<file path="config.mk">
export PLATFORM = sky130hd
export DESIGN_NAME = mcu_boot_sequencer
export DESIGN_NICKNAME = d
export VERILOG_FILES = /design/src/rtl/mcu_boot_pkg.sv /design/src/rtl/mcu_boot_debounce.sv /design/src/rtl/mcu_boot_sequencer.sv
export SDC_FILE = /design/constraint.sdc
export NUM_CORES = 1
export LEC_CHECK = 0
export ABC_AREA = 1
export BUFFER_PORTS_ARGS = -buffer_cell sky130_fd_sc_hd__buf_2
export CAP_MARGIN = 20
export CELL_PAD_IN_SITES_DETAIL_PLACEMENT = 0
export CELL_PAD_IN_SITES_GLOBAL_PLACEMENT = 2
export CORE_MARGIN = 4
export CORE_UTILIZATION = 39
export CTS_BUF_LIST = sky130_fd_sc_hd__clkbuf_2 sky130_fd_sc_hd__clkbuf_4 sky130_fd_sc_hd__clkbuf_8
export DETAILED_ROUTE_END_ITERATION = 16
export PLACE_DENSITY_LB_ADDON = 0.1
export SYNTH_ARGS = -nofsm -noshare
export SYNTH_HDL_FRONTEND = slang
export SYNTH_HIERARCHICAL = 1
export SYNTH_SLANG_ARGS = --single-unit
</file>
<file path="constraint.sdc">
create_clock -name clock -period 2.6 [get_ports clock]
set_input_delay 0.13 -clock clock [delete_from_list [all_inputs] [get_ports clock]]
set_output_delay 0.13 -clock clock [all_outputs]
set_load 0.005 [all_outputs]
</file>
<file path="src/rtl/mcu_boot_pkg.sv">
// Shared types and constants for the MCU boot sequencer.
// Holds the boot FSM state enum and its width.
package mcu_boot_pkg;

  localparam int unsigned BOOT_STATE_W = 3;

  typedef enum logic [BOOT_STATE_W-1:0] {
    ST_RESET     = 3'd0,
    ST_WAIT_LOCK = 3'd1,
    ST_HOLD      = 3'd2,
    ST_RELEASE   = 3'd3,
    ST_RUN       = 3'd4,
    ST_HALT      = 3'd5
  } boot_state_t;

endpackage

</file>
<file path="src/rtl/mcu_boot_debounce.sv">
// Push-button conditioner: 2-flop synchroniser, debounce filter and a
// one-cycle press pulse on each accepted 0->1 level change.
// Ports:
//   clock        system clock
//   reset        synchronous active-high reset
//   raw_input    asynchronous raw button level
//   level_output debounced (accepted) button level
//   press_output one-cycle pulse when the accepted level rises
module mcu_boot_debounce #(
  parameter int unsigned DEBOUNCE_CYCLES = 16,
  parameter int unsigned CNT_W           = 16
) (
  input  logic clock,
  input  logic reset,
  input  logic raw_input,
  output logic level_output,
  output logic press_output
);

  logic             sync1_q, sync2_q;
  logic             level_q, level_d;
  logic             press_q, press_d;
  logic [CNT_W-1:0] cnt_q, cnt_d;

  // Count consecutive cycles where the synchronised input disagrees with the
  // accepted level; any agreeing cycle restarts the count.
  always_comb begin
    level_d = level_q;
    press_d = 1'b0;
    cnt_d   = '0;
    if (sync2_q != level_q) begin
      if (cnt_q == CNT_W'(DEBOUNCE_CYCLES - 1)) begin
        level_d = ~level_q;
        press_d = ~level_q;
      end else begin
        cnt_d = cnt_q + CNT_W'(1);
      end
    end
  end

  always_ff @(posedge clock) begin
    if (reset) begin
      sync1_q <= 1'b0;
      sync2_q <= 1'b0;
      level_q <= 1'b0;
      press_q <= 1'b0;
      cnt_q   <= '0;
    end else begin
      sync1_q <= raw_input;
      sync2_q <= sync1_q;
      level_q <= level_d;
      press_q <= press_d;
      cnt_q   <= cnt_d;
    end
  end

  assign level_output = level_q;
  assign press_output = press_q;

endmodule

</file>
<file path="src/rtl/mcu_boot_sequencer.sv">
// Power-on / run-control sequencer in front of mcu_top_riscv: waits for PLL
// lock, holds the core in reset, releases reset, enables fetch, and supports
// halt / button-resume.
// Optional feature macro: LOCK_TIMEOUT_EN (adds LOCK_TIMEOUT_CYCLES and the
// sticky lock_timeout_output flag).
// Ports:
//   clock, reset              system clock, synchronous active-high reset
//   pll_locked_input          asynchronous PLL lock
//   run_button_input          asynchronous raw resume button
//   halt_request_input        synchronous halt level
//   core_reset_n_output       core reset_n
//   fetch_enable_output       core fetch enable
//   boot_state_output         FSM state encoding
//   boot_done_output          sticky "RUN reached" flag
//   lock_timeout_output       (LOCK_TIMEOUT_EN only) sticky lock timeout
module mcu_boot_sequencer
  import mcu_boot_pkg::*;
#(
  parameter int unsigned RESET_HOLD_CYCLES   = 10,
  parameter int unsigned FETCH_DELAY_CYCLES  = 4,
  parameter int unsigned DEBOUNCE_CYCLES     = 16,
  parameter int unsigned CNT_W               = 16
`ifdef LOCK_TIMEOUT_EN
  ,
  parameter int unsigned LOCK_TIMEOUT_CYCLES = 1000
`endif
) (
  input  logic                    clock,
  input  logic                    reset,
  input  logic                    pll_locked_input,
  input  logic                    run_button_input,
  input  logic                    halt_request_input,
  output logic                    core_reset_n_output,
  output logic                    fetch_enable_output,
  output logic [BOOT_STATE_W-1:0] boot_state_output,
  output logic                    boot_done_output
`ifdef LOCK_TIMEOUT_EN
  ,
  output logic                    lock_timeout_output
`endif
);

  boot_state_t      state_q, state_d;
  logic [CNT_W-1:0] cnt_q, cnt_d;
  logic             lock_sync1_q, lock_sync2_q;
  logic             core_reset_n_q, core_reset_n_d;
  logic             fetch_en_q, fetch_en_d;
  logic             done_q, done_d;
  logic             lock_loss;
  logic             press;
  logic             btn_level_unused;

  mcu_boot_debounce #(
    .DEBOUNCE_CYCLES(DEBOUNCE_CYCLES),
    .CNT_W          (CNT_W)
  ) u_debounce (
    .clock       (clock),
    .reset       (reset),
    .raw_input   (run_button_input),
    .level_output(btn_level_unused),
    .press_output(press)
  );

  // Next state; lock loss outranks halt, halt outranks a button press.
  always_comb begin
    state_d   = state_q;
    cnt_d     = '0;
    lock_loss = 1'b0;
    case (state_q)
      ST_RESET:     state_d = ST_WAIT_LOCK;
      ST_WAIT_LOCK: if (lock_sync2_q) state_d = ST_HOLD;
      ST_HOLD: begin
        if (!lock_sync2_q) begin
          lock_loss = 1'b1;
          state_d   = ST_WAIT_LOCK;
        end else if (cnt_q == CNT_W'(RESET_HOLD_CYCLES - 1)) begin
          state_d = ST_RELEASE;
        end else begin
          cnt_d = cnt_q + CNT_W'(1);
        end
      end
      ST_RELEASE: begin
        if (!lock_sync2_q) begin
          lock_loss = 1'b1;
          state_d   = ST_WAIT_LOCK;
        end else if (cnt_q == CNT_W'(FETCH_DELAY_CYCLES - 1)) begin
          state_d = ST_RUN;
        end else begin
          cnt_d = cnt_q + CNT_W'(1);
        end
      end
      ST_RUN: begin
        if (!lock_sync2_q) begin
          lock_loss = 1'b1;
          state_d   = ST_WAIT_LOCK;
        end else if (halt_request_input) begin
          state_d = ST_HALT;
        end
      end
      ST_HALT: begin
        if (!lock_sync2_q) begin
          lock_loss = 1'b1;
          state_d   = ST_WAIT_LOCK;
        end else if (!halt_request_input && press) begin
          state_d = ST_RUN;
        end
      end
      default: state_d = ST_RESET;
    endcase

    // Outputs decoded from the next state so the registered copies track state_q.
    core_reset_n_d = (state_d == ST_RELEASE) || (state_d == ST_RUN) || (state_d == ST_HALT);
    fetch_en_d     = (state_d == ST_RUN);
    if (lock_loss) begin
      done_d = 1'b0;
    end else if (state_d == ST_RUN) begin
      done_d = 1'b1;
    end else begin
      done_d = done_q;
    end
  end

  always_ff @(posedge clock) begin
    if (reset) begin
      state_q        <= ST_RESET;
      cnt_q          <= '0;
      lock_sync1_q   <= 1'b0;
      lock_sync2_q   <= 1'b0;
      core_reset_n_q <= 1'b0;
      fetch_en_q     <= 1'b0;
      done_q         <= 1'b0;
    end else begin
      state_q        <= state_d;
      cnt_q          <= cnt_d;
      lock_sync1_q   <= pll_locked_input;
      lock_sync2_q   <= lock_sync1_q;
      core_reset_n_q <= core_reset_n_d;
      fetch_en_q     <= fetch_en_d;
      done_q         <= done_d;
    end
  end

  assign core_reset_n_output = core_reset_n_q;
  assign fetch_enable_output = fetch_en_q;
  assign boot_state_output   = state_q;
  assign boot_done_output    = done_q;

`ifdef LOCK_TIMEOUT_EN
  logic [CNT_W-1:0] to_cnt_q, to_cnt_d;
  logic             timeout_q, timeout_d;

  // Counts cycles spent in WAIT_LOCK; restarts from zero on every entry.
  always_comb begin
    to_cnt_d  = '0;
    timeout_d = timeout_q;
    if (state_q == ST_WAIT_LOCK) begin
      if (to_cnt_q == CNT_W'(LOCK_TIMEOUT_CYCLES - 1)) begin
        timeout_d = 1'b1;
        to_cnt_d  = to_cnt_q;
      end else begin
        to_cnt_d = to_cnt_q + CNT_W'(1);
      end
    end
  end

  always_ff @(posedge clock) begin
    if (reset) begin
      to_cnt_q  <= '0;
      timeout_q <= 1'b0;
    end else begin
      to_cnt_q  <= to_cnt_d;
      timeout_q <= timeout_d;
    end
  end

  assign lock_timeout_output = timeout_q;
`endif

endmodule

</file>
==> results.md, run 1 <==
- Status: completed
- Crit path max fanout: 15
- CP arrival: 1.77 ns
- Skew-Pair Late Insertion Delay: 0.29 ns
- Slew @ Worst Pin: 0.315 ns
- Pwr Density: 470 nW/um^2
- Area of the multi-input gates: 1200 sq um
- Routed WL: 4.10 mm
- FILL cells: 600
- Sequential Power Share: 0.591
- Final setup vio count: 0
- FF+latch area: 881 sq um
- Slew headroom: 0.790
- Clock Skew: 0.00789 ns
- CTS Root Cell: clkbuf_8
- VDD IR max: 0.000241 V
- Core Footprint: 5570 sq um
- Post-synth top area cell: dfxtp_1
- Setup_tns: 0 ns
- P_leak: 0.945 nW
- Die H: 84.2 um
- Worst endpoint required time: 2.80 ns
- Count of yosys warnings during synthesis: 6
- IO Pins: 11
- Avg Cell Area, Syn: 6.99 sq um
- Sequential share of the synthesized area: 0.389
- Largest net degree at the start of global routing: 17
- Fmax: 0.639 GHz
- Hold Worst Slack: 0.0370 ns
- Dpl cells: 401
- Area grow syn2layout: 8.67%
- Grt ovf: 0
- Min cycle time layout: 1.57 ns
- Routed Antenna Nets: 0
- Max clock buf depth: 2
- Fin area: 2460 sq um
- CTS tree: yes
- Num CTS Buffers: 5
- Gpl congestion: 0.766
- CP startpoint kind: flop
- DR pass1 iterations: 4
- DR WL/cell: 10.0 um
- Final worst slack: 1.03 ns
- Post-CTS Resized: 0
- P_sw: 0.000254 W
- Buffers on Ports: 10
- Final Hold Fails: 0
- Final net count: 346
- Synth cell types: 29
- Total Routing Usage GR: 0.121
- MaxCap Viol Count: 0
- Clk sinks: 44
- DR vias: 1844
- Placed Area: 2370 sq um
- Die X: 84.2 um
- Pre-CTS WS: 1.02 ns
- Postcts setup bufs: 0
- Final Max Slew Viols: 0
- Clock Pin Slew Worst Setup and Hold Paths: 0.09 ns
- Post-Syn Nets: 334
- H-tree levels: 2
- Hold-fix buffers, CTS: 0
- Placement Rows: 27
- Initial antenna violation count: 0
- Iteration-0 DRC Markers: 97
- Inserted Diodes: 0
- Flops & latches, synth: 44
- Logic pwr share: 0.026
- Post-route DRC: 0
- Worst setup EP type: flop
- Via density: 4.51
- Synth area leaders: dfxtp_1, nor2_1, nand2_1, inv_1, nand3_1
- Die ar.: 7090 sq um
- Critical Setup Path Class: flop to flop
- Vias in the first global route: 1702
- Unrepaired setup endpoints after global routing: false
- Post-route non-filler standard cell count: 409
- Net Sw Frac: 0.220
- Global-route wire length before repair: 7.15 mm
- Share of cells above drive strength 1: 0.131
- Cell Area, Synth: 2270 sq um
- Clock power share: 0.382
- Fin crit share: 0.602
- Cells after Synth: 324
- Internal power: 0.000902 W
- Initial Util: 0.407
- Dpl hpwl: 3.06 mm
- Top cell type's share of synthesized area: 0.389
- Hold crit path type: input port to flop
power by group through the flow:
| stage | registers (W) | clock network, W | logic, W |
|---|---|---|---|
| final | 0.000684 | 0.000442 | 0.0000304 |
| after global routing | 0.000685 | 0.000487 | 0.0000351 |
| after CTS | 0.000684 | 0.000467 | 0.0000307 |
| after detailed placement | 0.000700 | 0 | 0.0000306 |
| after global placement | 0.000700 | 0 | 0.0000311 |
| after floorplan | 0.000699 | 0 | 0.0000215 |
critical path, cell delays in order (launching register included):
cell,delay (ns)
dfxtp_1,0.38
ha_1,0.20
nand2_1,0.06
nor2_1,0.13
nand2_1,0.08
nand2_1,0.09
o21ai_1,0.08
nand2_2,0.24
inv_1,0.10
nand2_1,0.08
nor2_1,0.03
cell usage after synthesis, drive strengths merged:
cell type / instances
ha: 5
nor3b: 2
buf: 4
o21bai: 1
nand4: 10
nand3b: 1
xor2: 10
nand2: 73
nor3: 6
a21oi: 12
nor2: 84
nand3: 24
inv: 40
o22ai: 1
o21ai: 3
dfxtp: 44
xnor2: 3
clkbuf: 1
final cells by class:
class	instances	share of cell area
Clock inverter	2	0.00407
Sequential cell	44	0.358
Multi-Input combinational cell	235	0.487
Inverter	40	0.0610
Timing Repair Buffer	10	0.0203
Clock buffer	6	0.0335
Tap cell	72	0.0366
layout by cell type, fill, tap and decap left out, drive strengths merged:
cell type  synthesis  final
a21oi             12     12
buf                4     10
clkbuf             1      6
clkinv             0      2
dfxtp             44     44
ha                 5      5
inv               40     40
nand2             73     73
nand3             24     24
nand3b             1      1
nand4             10     10
nor2              84     84
nor3               6      6
nor3b              2      2
o21ai              3      3
o21bai             1      1
o22ai              1      1
xnor2              3      3
xor2              10     10
per-layer routing:
layer | global-route usage | routed length (um) | vias to the layer above
li1 | - | - | 1031
met1 | 0.142 | 1980 | 797
met2 | 0.212 | 1990 | 11
met3 | 0.0324 | 84 | 5
met4 | 0.0439 | 51 | 0
met5 | 0 | 0 | -
flip-flops by register name, summed over array words and instances (netlist names):
signal                   flops
lock_sync1_q                 1
core_reset_n_output          1
fetch_enable_output          1
boot_state_output            3
boot_done_output             1
u_debounce/sync1_q           1
u_debounce/sync2_q           1
cnt_q                       16
u_debounce/press_output      1
u_debounce/level_output      1
lock_sync2_q                 1
u_debounce/cnt_q            16
logic make-up (layout without fill, tap and decap cells):
logic type / Yosys count / after routing / share of synthesized area
AND/OR/NAND/NOR: 200 / 200 / 0.412
buffers and inverters: 45 / 58 / 0.0823
flip-flops: 44 / 44 / 0.389
AO/OA/AOI/OAI: 17 / 17 / 0.0392
XOR/XNOR: 13 / 13 / 0.0502
adder cells (fa/ha/maj): 5 / 5 / 0.0276
through the flow:
stage,total power [W],util
3_5_place_dp,0.000731,0.425
6_report,0.00116,0.442
5_1_grt,0.00121,0.442
3_3_place_gp,0.000731,0.425
2_1_floorplan,0.000721,-
4_1_cts,0.00118,0.442
final timing paths:
check | startpoint | end | slack [ns] | cells after the start
max reg2reg | cnt_q[0]$_SDFF_PP0_ | cnt_q[15]$_SDFF_PP0_ | 1.03 | 10
max | cnt_q[0]$_SDFF_PP0_ | cnt_q[15]$_SDFF_PP0_ | 1.03 | 10
min reg2reg | lock_sync1_q$_SDFF_PP0_ | lock_sync2_q$_SDFF_PP0_ | 0.41 | 2
min | run_button_input | u_debounce/sync1_q$_SDFF_PP0_ | 0.04 | 3
Note: power is estimated with default switching activity, not from simulation.
==> inputs of run 2 (changes only) <==
--- a/config.mk
+++ b/config.mk
@@ -11,7 +11,7 @@
 export CELL_PAD_IN_SITES_DETAIL_PLACEMENT = 0
 export CELL_PAD_IN_SITES_GLOBAL_PLACEMENT = 2
 export CORE_MARGIN = 4
-export CORE_UTILIZATION = 39
+export CORE_UTILIZATION = 36
 export CTS_BUF_LIST = sky130_fd_sc_hd__clkbuf_2 sky130_fd_sc_hd__clkbuf_4 sky130_fd_sc_hd__clkbuf_8
 export DETAILED_ROUTE_END_ITERATION = 16
 export PLACE_DENSITY_LB_ADDON = 0.1
==> constraint.sdc (replaced) <==
create_clock -name clock -period 1.6 [get_ports clock]
set_input_delay 0.08 -clock clock [delete_from_list [all_inputs] [get_ports clock]]
set_output_delay 0.08 -clock clock [all_outputs]
set_load 0.005 [all_outputs]
==> run 2 against run 1 <==
Net effect:
- clock power is 96% higher
- cell count rose by 6.1%
- sequential power rose by 62%
- combinational power is 100% higher
- register-to-register slack worse by 0.87 ns
- critical endpoint is now cnt_q[8]$_SDFF_PP0_
- wire length up 9.4%
- die area up 7.5%
- critical path type unchanged
- largest power group unchanged
- global-route usage grew 1.1 points
- total power is 76% higher
==> results.md, run 2 (synthesized netlist as in run 1, its figures left out) <==
- Crit path max fanout: 12
- Die ar.: 7630 sq um
- Num CTS Buffers: 5
- Skew-Pair Late Insertion Delay: 0.30 ns
- H-tree levels: 2
- Placement Rows: 28
- MaxCap Viol Count: 0
- Final Hold Fails: 0
- Setup_tns: 0 ns
- Worst endpoint required time: 1.79 ns
- Grt ovf: 0
- Unrepaired setup endpoints after global routing: false
- DR pass1 iterations: 4
- P_leak: 1.10 nW
- Critical Setup Path Class: flop to flop
- Initial antenna violation count: 0
- Area grow syn2layout: 18.6%
- Clock Skew: 0.00866 ns
- Most frequent cells in the layout: nor2_1, nand2_1, dfxtp_1
- Worst setup EP type: flop
- Max clock buf depth: 2
- Die H: 87.3 um
- Gpl congestion: 0.743
- Fin area: 2690 sq um
- Dpl hpwl: 3.34 mm
- Buffers on Ports: 10
- Post-route DRC: 0
- Fin crit share: 0.899
- Final setup vio count: 0
- Via density: 4.47
- Capture point of the worst reg-to-reg path: cnt_q[8]$_SDFF_PP0_
- Routed WL: 4.48 mm
- Slew @ Worst Pin: 0.271 ns
- Core Footprint: 6030 sq um
- Min cycle time layout: 1.44 ns
- Crit path capture: cnt_q[8]$_SDFF_PP0_
- Clock Pin Slew Worst Setup and Hold Paths: 0.08 ns
- Fmax: 0.695 GHz
- CP arrival: 1.63 ns
- CTS Root Cell: clkbuf_8
- Critical Path Source: cnt_q[0]$_SDFF_PP0_
- RR Startpoint: cnt_q[0]$_SDFF_PP0_
- Placed Area: 2500 sq um
- Worst Reg2Reg Path Length in Cells: 9
- Pwr Density: 759 nW/um^2
- Final net count: 368
- DR WL/cell: 10.3 um
- DR vias: 1942
- Hold crit path type: input port to flop
- Routed Antenna Nets: 0
- Share of cells above drive strength 1: 0.198
- Initial Util: 0.376
- Die X: 87.3 um
- Most common cell after layout, fill and taps aside: nor2_1
- Clk sinks: 44
- CP startpoint kind: flop
- IO Pins: 11
- CTS tree: yes
- Total Routing Usage GR: 0.133
- Inserted Diodes: 0
- Post-Route Utilization: 0.446
- Vias in the first global route: 1834
- Worst R2R Setup Slack: 0.16 ns
- Pwr Total: 0.00204 W
- Final Max Slew Viols: 0
- Slew headroom: 0.819
- Largest net degree at the start of global routing: 17
- Global-route wire length before repair: 8.11 mm
- Status: completed
- VDD IR max: 0.000364 V
- Iteration-0 DRC Markers: 74
## run 2: cell types whose count changed in the layout (fill, tap and decap cells not counted), sizes merged
cell / change
buf: +20
dlygate4sd3: +2
bufinv: +1
clkinv: -1
## run 2: per-stage QoR
step	worst slack [ns]	hold WS, ns	std cells
final	0.162	0.0858	434
after global routing	0.0115	0.0946	434
after CTS	0.0328	0.0724	431
after detailed placement	0.0486	0.289	421
after global placement	0.0524	0.280	421
after floorplan	0.284	0.151	324
## run 2: worst min path at each step
stage / from / end / cells after the start
final: reset / u_debounce/sync1_q$_SDFF_PP0_ / 2
after detailed placement: run_button_input / u_debounce/sync1_q$_SDFF_PP0_ / 3
after global placement: pll_locked_input / lock_sync1_q$_SDFF_PP0_ / 3
after floorplan: reset / u_debounce/sync1_q$_SDFF_PP0_ / 1
after CTS: reset / u_debounce/sync1_q$_SDFF_PP0_ / 2
after global routing: reset / u_debounce/sync1_q$_SDFF_PP0_ / 2
## run 2: repair_timing
item,4_1_cts,5_1_grt
hold buffers,2,0
gates resized for setup,0,9
buffers inserted,0,3
hold endpoints to repair,2,0
setup endpoints to repair,0,12
## run 2: layout make-up
type,instances,area [sq um]
Tap cell,75,93.8
Sequential cell,44,883
Clock buffer,6,76.3
Clock inverter,2,35.0
Inverter,40,150
Fill cell,652,3340
Multi-Input combinational cell,235,1230
Timing Repair Buffer,32,220
## run 2: where the power goes
group	leakage [nW]	internal (W)	switching, W
logic	0.681	0.0000264	0.0000356
registers	0.357	0.00110	0.00000722
clock network	0.0586	0.000481	0.000387
## run 2: worst max-delay path, stage by stage, from the launching register on
cell and delay (ns):
dfxtp_2 0.36, ha_2 0.20, nand2_1 0.06, nor2_1 0.13, nand2_1 0.09, nand2_1 0.11
o21ai_2 0.07, nand2_4 0.15, buf_4 0.14, nor2_1 0.03
## run 2: metal layers
metal  part of all wire  global-route usage  wire, um  vias to the layer above
met2               0.47               0.218      2100                        8
li1                   -                   -         -                     1078
met1               0.50               0.171      2240                      849
met5                  0                   0         0                        -
met4              0.014              0.0460        64                        0
met3              0.017              0.0284        76                        7
==> inputs of run 3 (changes only) <==
--- a/config.mk
+++ b/config.mk
@@ -10,7 +10,6 @@
 export CAP_MARGIN = 20
 export CELL_PAD_IN_SITES_DETAIL_PLACEMENT = 0
 export CELL_PAD_IN_SITES_GLOBAL_PLACEMENT = 2
-export CORE_MARGIN = 4
 export CORE_UTILIZATION = 36
 export CTS_BUF_LIST = sky130_fd_sc_hd__clkbuf_2 sky130_fd_sc_hd__clkbuf_4 sky130_fd_sc_hd__clkbuf_8
 export DETAILED_ROUTE_END_ITERATION = 16
==> run 3 against run 2 <==
Net effect:
- cell area down 3.1%
- core utilization fell by 1.1 points
- critical path depth decreased by 1
- worst setup slack worse by 0.062 ns
- non-clock buffer count is 12 lower
- sequential share of layout area up 1.1 points
- sequential power about the same
- register-to-register slack got worse by 0.06 ns
- clock power is 13% lower
- critical endpoint is now cnt_q[14]$_SDFF_PP0_
- largest cell class unchanged
==> results.md, run 3 (synthesized netlist as in run 1, its figures left out) <==
- Vias in the first global route: 1859
- Num CTS Buffers: 5
- Fin area: 2600 sq um
- Crit-path cells: ha_2 -> nand2_2 -> nor2_4 -> nand3_2 -> nor3_4 -> nand2_1 -> nor2_2 -> nor3_1
- CTS Root Cell: clkbuf_8
- Worst setup EP type: flop
- Max clock buf depth: 2
- H-tree levels: 2
- Min cycle time layout: 1.50 ns
- DR WL/cell: 10.5 um
- Die H: 81.3 um
- DR vias: 1931
- IO Pins: 11
- Hold crit path type: input port to flop
- Capture point of the worst reg-to-reg path: cnt_q[14]$_SDFF_PP0_
- CTS tree: yes
- Final Max Slew Viols: 0
- Most common cell after layout, fill and taps aside: nor2_1
- Skew-Pair Late Insertion Delay: 0.29 ns
- Initial antenna violation count: 0
- Max stage delay on crit path: 0.37 ns
- Worst endpoint required time: 1.79 ns
- Slew @ Worst Pin: 0.310 ns
- Fin crit share: 0.937
- Total Routing Usage GR: 0.161
- Share of cells above drive strength 1: 0.176
- Placement Rows: 28
- Critical Setup Path Class: flop to flop
- Buffers on Ports: 10
- Pwr Density: 737 nW/um^2
- Gpl congestion: 0.726
- P_sw: 0.000407 W
- P_leak: 1.04 nW
- Grt ovf: 0
- MaxCap Viol Count: 0
- CP arrival: 1.69 ns
- RR Startpoint: cnt_q[0]$_SDFF_PP0_
- CP bufs+invs: 0
- Iteration-0 DRC Markers: 84
- Clk sinks: 44
- Largest net degree at the start of global routing: 17
- Area grow syn2layout: 14.9%
- DR pass1 iterations: 4
- Clock Pin Slew Worst Setup and Hold Paths: 0.08 ns
- Final net count: 356
- CP delay by family, top: simple AND/OR/NAND/NOR gates
- Logic pwr share: 0.031
- Die ar.: 6620 sq um
- Crit path capture: cnt_q[14]$_SDFF_PP0_
- Worst hold path cell count: 2
- Slew headroom: 0.793
- Crit path depth: 8
- Internal power: 0.00151 W
- Initial Util: 0.378
- Inserted Diodes: 0
- Routed WL: 4.44 mm
- Post-route DRC: 0
- Crit path max fanout: 4
- Core Footprint: 5990 sq um
- Placed Area: 2430 sq um
- VDD IR max: 0.000347 V
- Fmax: 0.667 GHz
- Die X: 81.3 um
- Unrepaired setup endpoints after global routing: true
- Slowest cell on the critical path: dfxtp_4
- Worst R2R Setup Slack: 0.10 ns
- Routed Antenna Nets: 0
- Global-route wire length before repair: 8.10 mm
- Most frequent cells in the layout: nor2_1, nand2_1, dfxtp_1
- CP startpoint kind: flop
- Post-Route Utilization: 0.435
- Sequential Power Share: 0.578
- Clock Skew: 0.00917 ns
- Status: completed
- Net Sw Frac: 0.212
- Final setup vio count: 0
- Dpl hpwl: 3.35 mm
- Clock power share: 0.391
- Worst Reg2Reg Path Length in Cells: 8
- Critical Path Source: cnt_q[0]$_SDFF_PP0_
- Via density: 4.58
- Final Hold Fails: 0
## run 3: per-layer routing
layer	wire length, um	part of all wire	vias up	global-route usage
met5	0	0	-	0
met4	76	0.017	0	0.0643
met3	88	0.020	6	0.0371
met2	2120	0.48	11	0.262
met1	2160	0.49	863	0.203
li1	-	-	1051	-
## run 3: what timing repair did
item	CTS	global route
gates resized for setup	0	12
endpoints found under the hold margin	2	0
endpoints found under the setup margin	0	16
hold buffers	2	0
setup buffers	0	2
## run 3: worst min path at each step
stage | start | end | slack [ns]
2_1_floorplan | reset | u_debounce/sync1_q$_SDFF_PP0_ | 0.15
3_3_place_gp | pll_locked_input | lock_sync1_q$_SDFF_PP0_ | 0.28
3_5_place_dp | run_button_input | u_debounce/sync1_q$_SDFF_PP0_ | 0.29
4_1_cts | reset | u_debounce/sync2_q$_SDFF_PP0_ | 0.07
5_1_grt | reset | u_debounce/sync1_q$_SDFF_PP0_ | 0.08
6_report | reset | u_debounce/sync2_q$_SDFF_PP0_ | 0.08
## run 3: power by group through the flow
stage	clock [W]	combinational [W]	sequential, W
after global placement	0	0.0000563	0.00114
after global routing	0.000830	0.0000696	0.00111
final	0.000751	0.0000597	0.00111
after floorplan	0	0.0000349	0.00114
after detailed placement	0	0.0000562	0.00114
after CTS	0.000795	0.0000600	0.00111
## run 3: layout make-up
| type | count | area, sq um |
|---|---|---|
| inverters | 40 | 150 |
| clock buffers | 8 | 97.6 |
| flip-flops and latches | 44 | 886 |
| multi-input cells | 235 | 1230 |
| fillers | 639 | 3390 |
| repair buffers | 20 | 143 |
| well taps | 75 | 93.8 |
## run 3: metrics by stage
| stage | hold slack (ns) | std cells | worst slack, ns | total power, W | setup TNS (ns) |
|---|---|---|---|---|---|
| after global placement | 0.279 | 410 | 0.0938 | 0.00119 | 0 |
| after CTS | 0.0691 | 420 | 0.0545 | 0.00197 | 0 |
| after global routing | 0.0752 | 422 | -0.0331 | 0.00201 | -0.0350 |
| final | 0.0837 | 422 | 0.100 | 0.00192 | 0 |
| after floorplan | 0.151 | 324 | 0.284 | 0.00117 | 0 |
| after detailed placement | 0.292 | 410 | 0.0666 | 0.00119 | 0 |
## run 3: worst register-to-register path, cell delays in order (launching register included)
cell and delay [ns]:
dfxtp_4 0.37, ha_2 0.20, nand2_2 0.07, nor2_4 0.16, nand3_2 0.12, nor3_4 0.24, nand2_1 0.09, nor2_2 0.11
nor3_1 0.05
